--- src/rtl/stopwatch_ctrl_fsm_pkg.sv ---
// Shared definitions for the stopwatch run-control block.
//  st_e          : run state, and also the cnt_ctrl encoding seen by the time counter
//  *_DEF         : default debounce window (10 ms at 50 MHz) and counter width
//  K_RUN/CLR/LAP : index of each key in the packed key/pulse vectors
package stopwatch_ctrl_fsm_pkg;

  typedef enum logic [1:0] {
    ST_IDLE  = 2'b00,
    ST_COUNT = 2'b01,
    ST_PAUSE = 2'b10
  } st_e;

  localparam int DEBOUNCE_CNT_DEF = 500000;
  localparam int DB_W_DEF         = 19;

  localparam int NUM_KEYS = 3;
  localparam int K_RUN    = 0;
  localparam int K_CLR    = 1;
  localparam int K_LAP    = 2;

endpackage

--- src/rtl/stopwatch_ctrl_fsm_key_debounce.sv ---
// key_debounce: one raw active-low push-button -> one-cycle press pulse.
//  clk      in  system clock
//  rst_n    in  async active-low reset (key treated as released)
//  key_n    in  raw key, active-low, asynchronous to clk
//  press_p  out one-cycle pulse when the debounced level goes 1->0
// Key edge to pulse latency is 2 (sync) + DEBOUNCE_CNT cycles.
module key_debounce #(
  parameter int DEBOUNCE_CNT = 500000,
  parameter int DB_W         = 19
) (
  input  logic clk,
  input  logic rst_n,
  input  logic key_n,
  output logic press_p
);

  logic [1:0]      r_sync;
  logic            r_stable;
  logic [DB_W-1:0] r_cnt;
  logic            r_press;

  // The counter measures how long the synced level has disagreed with the
  // accepted level. Any agreement (a bounce back) restarts the window, so only
  // a level held for DEBOUNCE_CNT consecutive cycles is accepted.
  always_ff @(posedge clk or negedge rst_n) begin
    if (!rst_n) begin
      r_sync   <= 2'b11;
      r_stable <= 1'b1;
      r_cnt    <= '0;
      r_press  <= 1'b0;
    end else begin
      r_sync  <= {r_sync[0], key_n};
      r_press <= 1'b0;
      if (r_sync[1] == r_stable) begin
        r_cnt <= '0;
      end else if (r_cnt == DB_W'(DEBOUNCE_CNT - 1)) begin
        r_stable <= r_sync[1];
        r_cnt    <= '0;
        r_press  <= ~r_sync[1];   // pulse on press only, never on release
      end else begin
        r_cnt <= r_cnt + DB_W'(1);
      end
    end
  end

  assign press_p = r_press;

endmodule

--- src/rtl/stopwatch_ctrl_fsm.sv ---
// stopwatch_ctrl_fsm: run-control sequencer for the stopwatch.
//  clk        in  50 MHz system clock
//  rst_n      in  async active-low reset
//  key_run_n  in  raw start/stop key (active-low, async)
//  key_clr_n  in  raw clear key (active-low, async)
//  key_lap_n  in  raw lap key (active-low, async)
//  cnt_ctrl   out time counter control: 00 IDLE, 01 COUNT, 10 PAUSE
//  lap_hold   out 1 = display freezes while counting continues
//  running    out 1 while in COUNT
// Moore FSM: all outputs are decodes of registers, so they change on the
// clock edge after the key pulse.
module stopwatch_ctrl_fsm
  import stopwatch_ctrl_fsm_pkg::*;
#(
  parameter int DEBOUNCE_CNT = DEBOUNCE_CNT_DEF,
  parameter int DB_W         = DB_W_DEF
) (
  input  logic       clk,
  input  logic       rst_n,
  input  logic       key_run_n,
  input  logic       key_clr_n,
  input  logic       key_lap_n,
  output logic [1:0] cnt_ctrl,
  output logic       lap_hold,
  output logic       running
);

  logic [NUM_KEYS-1:0] w_key_n;
  logic [NUM_KEYS-1:0] w_press;
  logic                w_run_p, w_clr_p, w_lap_p;

  assign w_key_n = {key_lap_n, key_clr_n, key_run_n};

  for (genvar k = 0; k < NUM_KEYS; k++) begin : g_key
    key_debounce #(
      .DEBOUNCE_CNT (DEBOUNCE_CNT),
      .DB_W         (DB_W)
    ) u_db (
      .clk     (clk),
      .rst_n   (rst_n),
      .key_n   (w_key_n[k]),
      .press_p (w_press[k])
    );
  end

  assign w_run_p = w_press[K_RUN];
  assign w_clr_p = w_press[K_CLR];
  assign w_lap_p = w_press[K_LAP];

  st_e  r_state, w_state_nxt;
  logic r_lap_hold, w_lap_nxt;

  // state + lap_hold registers
  always_ff @(posedge clk or negedge rst_n) begin
    if (!rst_n) begin
      r_state    <= ST_IDLE;
      r_lap_hold <= 1'b0;
    end else begin
      r_state    <= w_state_nxt;
      r_lap_hold <= w_lap_nxt;
    end
  end

  // next-state; lap acts independently of the run/clr transition in the same cycle
  always_comb begin
    w_state_nxt = r_state;
    w_lap_nxt   = r_lap_hold;
    case (r_state)
      ST_IDLE: begin
        if (w_run_p) w_state_nxt = ST_COUNT;
      end
      ST_COUNT: begin
        if (w_lap_p) w_lap_nxt   = ~r_lap_hold;
        if (w_run_p) w_state_nxt = ST_PAUSE;
      end
      ST_PAUSE: begin
        if (w_lap_p) w_lap_nxt = 1'b0;
        // clear wins over a simultaneous start
        if (w_clr_p)      w_state_nxt = ST_IDLE;
        else if (w_run_p) w_state_nxt = ST_COUNT;
      end
      default: w_state_nxt = ST_IDLE;   // 2'b11 recovers
    endcase
    if (w_state_nxt == ST_IDLE) w_lap_nxt = 1'b0;
  end

  // Moore outputs
  always_comb begin
    cnt_ctrl = r_state;
    running  = (r_state == ST_COUNT);
    lap_hold = r_lap_hold;
  end

endmodule

--- config.mk ---
export PLATFORM = sky130hd
export DESIGN_NAME = stopwatch_ctrl_fsm
export DESIGN_NICKNAME = d
export VERILOG_FILES = /design/src/rtl/stopwatch_ctrl_fsm_pkg.sv /design/src/rtl/stopwatch_ctrl_fsm_key_debounce.sv /design/src/rtl/stopwatch_ctrl_fsm.sv
export SDC_FILE = /design/constraint.sdc
export NUM_CORES = 1
export LEC_CHECK = 0
export CORE_ASPECT_RATIO = 1.25
export CORE_MARGIN = 5
export CORE_UTILIZATION = 51
export DETAILED_ROUTE_END_ITERATION = 12
export HOLD_SLACK_MARGIN = 0.15
export MAX_ROUTING_LAYER = met4
export PLACE_DENSITY = 0.71
export REMOVE_ABC_BUFFERS = 1
export SLEW_MARGIN = 20
export SYNTH_ARGS = -nofsm -noshare
export SYNTH_HDL_FRONTEND = slang
export SYNTH_SLANG_ARGS = --single-unit
export TNS_END_PERCENT = 5
--- constraint.sdc ---
create_clock -name clk -period 4.9 [get_ports clk]
set_clock_uncertainty 0.1 [all_clocks]
set_input_delay 0.49 -clock clk [delete_from_list [all_inputs] [get_ports clk]]
set_output_delay 0.49 -clock clk [all_outputs]
set_load 0.1 [all_outputs]
==> flow_metrics.py, run 1 <==
metrics = {
    "critical_path": {
        "path_cells": "nor2b_1 > clkdlybuf4s50_1",
        "r2r_end": "g_key[0].u_db.r_cnt[11]",
        "cp-end-kind": "output port",
        "cpPeakStageDelay_ns": 1.15,
        "rr_worst_depth": 4,
        "timing.rr.start": "g_key[0].u_db.r_cnt[0]",
        "critical_path_class": "register to output port",
        "crit_path_max_fanout": 6,
        "worst-r2r-setup-slack_ns": 2.70,
        "required_ns": 4.31,
        "critPathLaunchType": "register",
        "arrival_ns": 2.13,
        "slowest_stage": "clkdlybuf4s50_1",
    },
    "pwr": {
        "vdd_ir_drop_max_mv": 0.171,
        "power.leakage_nw": 1.48,
        "p_per_area_nw_per_um2": 304,
        "power_mw": 1.16,
    },
    "finish": {
        "fin_cells": 448,
        "diodes": 0,
        "finish.instance_area_sq_um": 3830,
        "drive_gt1_share_pct": 12.5,
        "nNetsFinal": 364,
        "fin_util_pct": 58.7,
        "area_growth_pct": 12.4,
    },
    "detailed_routing": {
        "dr_total_vias": 2474,
        "viasPerCell": 5.52,
        "routedWlPerCell_microns": 14.1,
        "detail-route-antenna-nets": 0,
        "route.detailed.drc": 0,
        "drtPass1Iterations": 4,
        "routed_wl_microns": 6340,
        "drt_iter0_drc": 159,
    },
    "synth": {
        "synth_enable_flop_cells": 0,
        "syn-cell-area_sq_um": 3410,
        "seq_area_frac_synth_pct": 53.2,
        "ys_warn_count": 0,
        "syn_area_per_cell_sq_um": 10.1,
        "synth-seq-cells": 72,
        "async_reset_ff_share_pct": 100,
        "yosysUniqueCellTypes": 43,
        "synthCells": 339,
        "ys.flop_type": "dfrtp_1",
    },
    "floorplanning": {
        "design.portCount": 9,
        "initial_utilization_pct": 52.2,
        "rows": 33,
        "die_height_microns": 101,
        "die_x_microns": 83.1,
        "core_sq_um": 6520,
        "design.die.area_sq_um": 8430,
    },
    "global_route": {
        "grt_pass1_vias": 2523,
        "grt_pass1_wl_microns": 11500,
        "grt_max_degree": 47,
        "track_usage_pct": 17.3,
        "antenna_found_initial": 0,
        "grt-ovfl-total": 0,
    },
    "place": {
        "dpl_worst_slack_ns": 2.41,
        "placed_area_sq_um": 3590,
        "dp_cells": 431,
        "gp_congestion": 0.869,
        "portBuffers": 8,
        "hpwl_microns": 4320,
    },
    "clocking": {
        "htree_levels": 3,
        "clkTransAtPathRegs_ns": 0.08,
        "cts_tree": "built",
        "cts_buffers": 9,
        "cts_root_buf": "clkbuf_8",
        "cts.repair.resized": 0,
        "cts_hold_buf": 1,
        "clock_latency_ns": 0.34,
        "clkSinkCount": 72,
        "clock_path_buffers": 2,
        "cts_setup_buffers": 0,
    },
    "timing": {
        "worst_pin_slew_ns": 0.967,
        "whs_ns": 0.257,
        "rsz0062_at_grt": "false",
        "drv_slew": 0,
        "fin_crit_sh_pct": 55.5,
        "slew_headroom_pct": 35.4,
        "final-hold-violation-count": 0,
        "timing.final.ws_setup_ns": 2.18,
        "finalSetupViolCount": 0,
        "fmax_mhz": 368,
        "fin_crit_ns": 2.72,
        "setup_tns_ns": 0,
    },
    "run": {
        "cap_violations": 0,
    },
    "min_path": {
        "hold_class": "register to register",
        "hold_depth": 0,
        "hp-start": "g_key[2].u_db.r_sync[0]",
        "holdPathEnd": "g_key[2].u_db.r_sync[1]",
    },
    "outcome": {
        "status": "complete, no violations",
    },
}
per-layer routing:
layer / share of wire [%] / global-route usage [%]
met1: 46 / 21.5
met2: 50 / 28.4
met3: 2.6 / 3.50
met4: 1.5 / 6.04
met5: 0 / -
power breakdown:
group | switching, mW | internal [mW] | total (mW)
clock | 0.218 | 0.298 | 0.515
combinational | 0.0245 | 0.0112 | 0.0357
sequential | 0.00884 | 0.605 | 0.613
final cells by class:
type	instances	area [sq um]
fill	602	2690
sequential	72	1810
clock inverter	6	82.6
inverter	12	45.0
clock buffer	10	138
multi-input combinational	250	1540
tap	87	109
timing repair buffer	11	100
placed cells by master (no fill, tap or decap), types with 4 or more instances in the layout:
| cell type | count |
|---|---|
| and2_1 | 4 |
| o21ai_0 | 8 |
| or4_1 | 5 |
| a21oi_1 | 11 |
| nand3_1 | 19 |
| clkdlybuf4s50_1 | 7 |
| xor2_1 | 12 |
| dfrtp_1 | 63 |
| clkbuf_8 | 10 |
| inv_1 | 12 |
| dfstp_2 | 9 |
| nor4_1 | 14 |
| nand2_1 | 21 |
| nand4_1 | 16 |
| nor3_1 | 10 |
| or2_2 | 5 |
| nor2_1 | 53 |
| xnor2_1 | 33 |
worst max path at each step:
stage                                 startpoint                 endpoint
after CTS                            cnt_ctrl[0]                  running
after global placement    g_key[0].u_db.r_cnt[0]  g_key[0].u_db.r_cnt[10]
after floorplan                      cnt_ctrl[0]                  running
after detailed placement  g_key[0].u_db.r_cnt[0]   g_key[0].u_db.r_cnt[2]
after global routing                 cnt_ctrl[0]                  running
final                                cnt_ctrl[0]                  running
registers in the layout (all words and copies together), names as in the netlist:
signal,cells
g_key.u_db.r_stable,3
g_key.u_db.r_sync,6
lap_hold,1
cnt_ctrl,2
g_key.u_db.r_cnt,57
g_key.u_db.press_p,3
synthesized netlist by cell type, types with 3 or more instances:
cell type	n	share of area [%]
nand2_1	21	2.3
inv_1	12	1.3
a21oi_1	11	1.6
or2_2	5	0.92
ha_1	3	1.1
nand4_1	16	2.9
and2_1	4	0.73
nor4_1	14	2.6
or4_1	5	1.1
dfrtp_1	63	46
nor3_1	10	1.5
nand3_1	19	2.8
clkbuf_1	4	0.44
o21ai_0	8	1.2
nor2_1	53	5.8
dfstp_2	9	6.9
o31ai_1	3	0.66
and4_1	3	0.77
xor2_1	12	3.1
xnor2_1	33	8.5
or3_2	3	0.66
worst max-delay path: cells and delay by family, from the launching register on:
family	cells	cell delay, ns
buf+inv	1	1.15
flops	1	0.45
simple gates	1	0.19
cell families (layout without fill, tap and decap cells):
family                   after synthesis  in the layout  share of synthesized area [%]
XOR/XNOR                              45             45                           11.6
flip-flops                            72             72                           53.2
AND/OR/NAND/NOR                      170            170                           26.2
buffers and inverters                 17             39                           1.91
AO/OA/AOI/OAI                         30             30                           5.32
adder cells (fa/ha/maj)                3              3                           1.10
multiplexers                           2              2                          0.661
(Power assumes the default switching activity.)
==> inputs of run 2 (changes only) <==
- clock period: 4.9 -> 2.6 ns (I/O delays scaled with it)
==> run 2 against run 1 <==
Against the previous run:
- critical path depth grew 2
- critical endpoint is now g_key[1].u_db.r_cnt[17]
- worst hold slack lost 0.033 ns
- die area is the same
- routed wire length shrank 2.3%
- sequential power grew 89%
==> flow_metrics.py, run 2 (synthesis results as in run 1) <==
metrics = {
    "outcome": {
        "status": "complete, no violations",
    },
    "finish": {
        "final_common_cell": "dfrtp_1",
        "fin_cells": 453,
        "diodes": 0,
        "final_cell_mix": "63 x dfrtp_1, 53 x nor2_1, 33 x xnor2_1",
        "largest_register_ffs": 57,
        "nNetsFinal": 369,
        "drive_gt1_share_pct": 14.2,
        "finish.instance_area_sq_um": 3850,
        "area_growth_pct": 13.1,
        "largest-register": "g_key.u_db.r_cnt",
        "reg_top3": "g_key.u_db.r_cnt: 57 flops, g_key.u_db.r_sync: 6 flops",
    },
    "critical_path": {
        "required_ns": 2.77,
        "critPathLaunchType": "register",
        "crit_path_max_fanout": 8,
        "critical_path_class": "register to register",
        "cp-end-kind": "register",
        "arrival_ns": 2.26,
    },
    "clocking": {
        "clkSinkCount": 72,
        "clkTransAtPathRegs_ns": 0.07,
        "cts_buffers": 9,
        "clock_latency_ns": 0.34,
        "cts_tree": "built",
        "htree_levels": 3,
        "cts_root_buf": "clkbuf_8",
        "cts_setup_buffers": 0,
        "cts.repair.resized": 0,
        "clock_path_buffers": 2,
    },
    "detailed_routing": {
        "routed_wl_microns": 6190,
        "detail-route-antenna-nets": 0,
        "routedWlPerCell_microns": 13.7,
        "route.detailed.drc": 0,
        "dr_total_vias": 2472,
        "drtPass1Iterations": 5,
        "drt_iter0_drc": 152,
        "viasPerCell": 5.46,
    },
    "global_route": {
        "track_usage_pct": 16.7,
        "grt_pass1_vias": 2471,
        "grt_max_degree": 37,
        "antenna_found_initial": 0,
        "grt_pass1_wl_microns": 11100,
        "grt-ovfl-total": 0,
    },
    "timing": {
        "fin_crit_sh_pct": 80.6,
        "timing.final.ws_setup_ns": 0.504,
        "fin_crit_ns": 2.10,
        "fmax_mhz": 477,
        "slew_headroom_pct": 62.9,
        "rsz0062_at_grt": "false",
        "final-hold-violation-count": 0,
        "drv_slew": 0,
        "worst_pin_slew_ns": 0.551,
        "finalSetupViolCount": 0,
    },
    "floorplanning": {
        "core_sq_um": 6520,
        "initial_utilization_pct": 52.2,
        "design.die.area_sq_um": 8430,
        "die_height_microns": 101,
        "rows": 33,
        "die_x_microns": 83.1,
        "design.portCount": 9,
    },
    "place": {
        "placed_area_sq_um": 3630,
        "hpwl_microns": 4250,
        "dp_cells": 436,
        "gp_congestion": 0.864,
        "portBuffers": 8,
        "dpl_worst_slack_ns": 0.550,
    },
    "pwr": {
        "seq_power_share_pct": 53.4,
        "power_mw": 2.17,
        "p_int_mw": 1.71,
        "vdd_ir_drop_max_mv": 0.320,
        "pwr-share-clk_pct": 43.2,
        "p_per_area_nw_per_um2": 562,
        "switchingPower_mw": 0.452,
        "power.leakage_nw": 1.51,
        "sw_frac_of_total_pct": 20.9,
        "combPwrFrac_pct": 3.4,
    },
    "run": {
        "cap_violations": 0,
    },
    "min_path": {
        "hold_class": "primary input to register",
    },
}
-- run 2: cell count changes in the layout (fill, tap and decap cells not counted), moves of 2 or more --
cell / previous run / this run
buf_4: 2 / 10
clkbuf_8: 10 / 13
clkinv_2: 3 / 1
clkdlybuf4s50_1: 7 / 3
-- run 2: through the flow --
stage	hold slack [ns]	TNS (ns)	util, %
6_report	0.224	0	59.1
5_1_grt	0.207	0	59.1
4_1_cts	0.209	0	59.1
3_5_place_dp	0.181	0	55.6
3_3_place_gp	0.181	0	55.6
2_1_floorplan	-0.136	-0.450	-
-- run 2: power by group through the flow --
stage	combinational, mW	clock [mW]	sequential (mW)
6_report	0.0744	0.935	1.16
5_1_grt	0.0883	1.02	1.16
4_1_cts	0.0769	0.961	1.16
3_5_place_dp	0.0758	0	1.18
3_3_place_gp	0.0742	0	1.18
2_1_floorplan	0.0301	0	1.17
-- run 2: repair_timing --
item / CTS / global route
endpoints found under the setup margin: 0 / 0
endpoints found under the hold margin: 22 / 0
hold buffers: 1 / 0
-- run 2: per-layer routing --
metal | vias to the layer above | part of all wire (%) | global-route usage, %
met5 | - | 0 | -
met4 | 0 | 2.5 | 7.04
met3 | 14 | 2.6 | 3.58
met2 | 29 | 47 | 26.6
met1 | 1196 | 48 | 20.9
li1 | 1233 | - | -
-- run 2: worst paths after layout --
check / end / cells after the start / slack, ns / from
min in group asynchronous: g_key[1].u_db.r_cnt[17] / 2 / 0.36 / rst_n
min: g_key[0].u_db.r_sync[0] / 1 / 0.22 / key_run_n
min reg2reg: g_key[1].u_db.r_sync[1] / 0 / 0.26 / g_key[1].u_db.r_sync[0]
max reg2reg: g_key[1].u_db.r_cnt[17] / 4 / 0.50 / g_key[1].u_db.r_cnt[6]
max: g_key[1].u_db.r_cnt[17] / 4 / 0.50 / g_key[1].u_db.r_cnt[6]
max in group asynchronous: g_key[2].u_db.r_sync[1] / 3 / 1.35 / rst_n
-- run 2: layout make-up --
cell class	instances	area [sq um]
clock buffers	14	183
clock inverters	2	35.0
fillers	566	2670
inverters	12	45.0
multi-input cells	250	1530
flip-flops and latches	72	1810
well taps	87	109
repair buffers	16	140
-- run 2: worst max-delay path, stage by stage, from the launching register on --
cell and delay, ns:
dfrtp_1 0.42, nand4_1 0.26, or4_1 0.59, or4_1 0.51, a21oi_1 0.15
==> inputs of run 3 (changes only) <==
- PLACE_DENSITY: 0.71 -> 0.73
- clock period: 2.6 -> 1.9 ns (I/O delays scaled with it)
==> run 3 against run 2 <==
Against the previous run:
- worst setup slack got worse by 0.45 ns
- global-route usage rose by 1.6 points
- sequential cell count did not move
- worst hold slack improved by 0.031 ns
- core utilization rose by 4.7 points
- power rose by 32%
- combinational power rose by 67%
- critical path depth did not move
- routed wire length rose by 10%
- count of clock-buffer cells in the layout fell by 4
- sequential share of layout area fell by 3.5 points
==> flow_metrics.py, run 3 (synthesis results as in run 1) <==
metrics = {
    "floorplanning": {
        "die_height_microns": 101,
        "die_x_microns": 83.1,
        "core_sq_um": 6520,
        "initial_utilization_pct": 52.2,
        "rows": 33,
        "design.die.area_sq_um": 8430,
        "design.portCount": 9,
    },
    "global_route": {
        "grt_max_degree": 73,
        "track_usage_pct": 18.3,
        "antenna_found_initial": 0,
        "grt_pass1_wl_microns": 12200,
        "grt-ovfl-total": 0,
        "grt_pass1_vias": 2764,
    },
    "timing": {
        "drv_slew": 0,
        "rsz0062_at_grt": "true",
        "fmax_mhz": 541,
        "fin_crit_sh_pct": 97.2,
        "worst_pin_slew_ns": 0.405,
        "fin_crit_ns": 1.85,
        "final-hold-violation-count": 0,
        "slew_headroom_pct": 72.6,
        "setup_tns_ns": 0,
        "finalSetupViolCount": 0,
    },
    "critical_path": {
        "critical_path_class": "register to register",
        "cp-end-kind": "register",
        "arrival_ns": 2.02,
        "slowest_stage": "or4_4",
        "critPathLaunchType": "register",
        "cpPeakStageDelay_ns": 0.55,
        "required_ns": 2.07,
        "crit_path_max_fanout": 3,
        "path_cells": "nor4_1 > nand4_1 > or4_4 > mux2_2",
    },
    "outcome": {
        "status": "complete, no violations",
    },
    "clocking": {
        "clock_latency_ns": 0.34,
        "clkSinkCount": 72,
        "clkTransAtPathRegs_ns": 0.08,
        "htree_levels": 3,
        "cts_root_buf": "clkbuf_8",
        "clock_path_buffers": 2,
        "cts_buffers": 9,
        "cts_tree": "built",
    },
    "finish": {
        "nNetsFinal": 405,
        "ff_latch_area_sq_um": 1810,
        "final_cell_mix": "63 x dfrtp_1, 53 x nor2_1, 41 x buf_4",
        "reg_top3": "g_key.u_db.r_cnt: 57 flops, g_key.u_db.r_sync: 6 flops",
        "diodes": 0,
        "largest-register": "g_key.u_db.r_cnt",
        "largest_register_ffs": 57,
        "finish.instance_area_sq_um": 4160,
        "area_growth_pct": 22.1,
        "final_common_cell": "dfrtp_1",
        "multi_input_area_sq_um": 1570,
        "nFillCells": 540,
        "drive_gt1_share_pct": 23.1,
        "fin_cells": 489,
    },
    "detailed_routing": {
        "route.detailed.drc": 0,
        "dr_total_vias": 2613,
        "viasPerCell": 5.34,
        "routedWlPerCell_microns": 13.9,
        "drt_iter0_drc": 125,
        "drtPass1Iterations": 4,
        "detail-route-antenna-nets": 0,
        "routed_wl_microns": 6810,
    },
    "place": {
        "dp_cells": 467,
        "hpwl_microns": 4740,
        "gp_congestion": 0.863,
        "portBuffers": 8,
        "placed_area_sq_um": 3880,
    },
    "pwr": {
        "vdd_ir_drop_max_mv": 0.481,
        "p_per_area_nw_per_um2": 687,
        "power.leakage_nw": 1.67,
    },
    "min_path": {
        "hold_class": "register to register",
    },
    "run": {
        "cap_violations": 0,
    },
}
==> run 3: critical path: cells and delay by family (launching register included) <==
kind	cells	cell delay (ns)
muxes	1	0.29
and+or+nand+nor	3	1.00
DFF	1	0.40
==> run 3: worst paths after layout <==
| path | start | endpoint | slack, ns | depth (start not counted) |
|---|---|---|---|---|
| worst max-delay path | g_key[0].u_db.r_cnt[12] | g_key[0].u_db.r_stable | 0.05 | 4 |
| worst min-delay path | g_key[0].u_db.r_sync[0] | g_key[0].u_db.r_sync[1] | 0.26 | 0 |
| worst max register to register | g_key[0].u_db.r_cnt[12] | g_key[0].u_db.r_stable | 0.05 | 4 |
| worst min register to register | g_key[0].u_db.r_sync[0] | g_key[0].u_db.r_sync[1] | 0.26 | 0 |
| max in group asynchronous | rst_n | g_key[1].u_db.r_sync[0] | 1.06 | 3 |
| min in group asynchronous | rst_n | g_key[1].u_db.r_cnt[17] | 0.30 | 3 |
==> run 3: area by class of cell <==
| class | count | share of cell area, % |
|---|---|---|
| clock buffers | 10 | 3.07 |
| clock inverters | 6 | 1.44 |
| inverters | 12 | 1.08 |
| multi-input cells | 250 | 37.6 |
| flip-flops and latches | 72 | 43.6 |
| well taps | 87 | 2.61 |
| repair buffers | 52 | 10.6 |
==> run 3: report_power, final <==
group          total [mW]  switching (mW)  internal [mW]
logic               0.124          0.0740         0.0504
registers            1.58          0.0183           1.56
clock network        1.16           0.560          0.599
==> run 3: what timing repair did <==
action,CTS,global route
pin swaps,1,2
hold buffers,4,0
cloned,0,0
resized for setup,1,8
endpoints found under the setup margin,3,11
buffers inserted,0,2
endpoints found under the hold margin,75,0
==> run 3: stage by stage <==
stage | util, % | hold slack, ns | worst slack (ns) | power (mW)
after floorplan | - | -0.206 | -0.938 | 1.65
after global placement | 59.6 | 0.144 | 0.0516 | 1.72
after detailed placement | 59.6 | 0.146 | -0.0193 | 1.73
after CTS | 63.1 | 0.257 | 0.00905 | 2.90
after global routing | 63.8 | 0.267 | -0.0468 | 3.00
final | 63.8 | 0.255 | 0.0526 | 2.86
==> run 3: per-layer routing <==
| metal | up-vias | part of all wire [%] | global-route usage (%) |
|---|---|---|---|
| li1 | 1306 | - | - |
| met3 | 14 | 2.7 | 3.99 |
| met4 | 0 | 1.8 | 8.30 |
| met5 | - | 0 | - |
| met2 | 33 | 52 | 31.2 |
| met1 | 1260 | 44 | 20.8 |
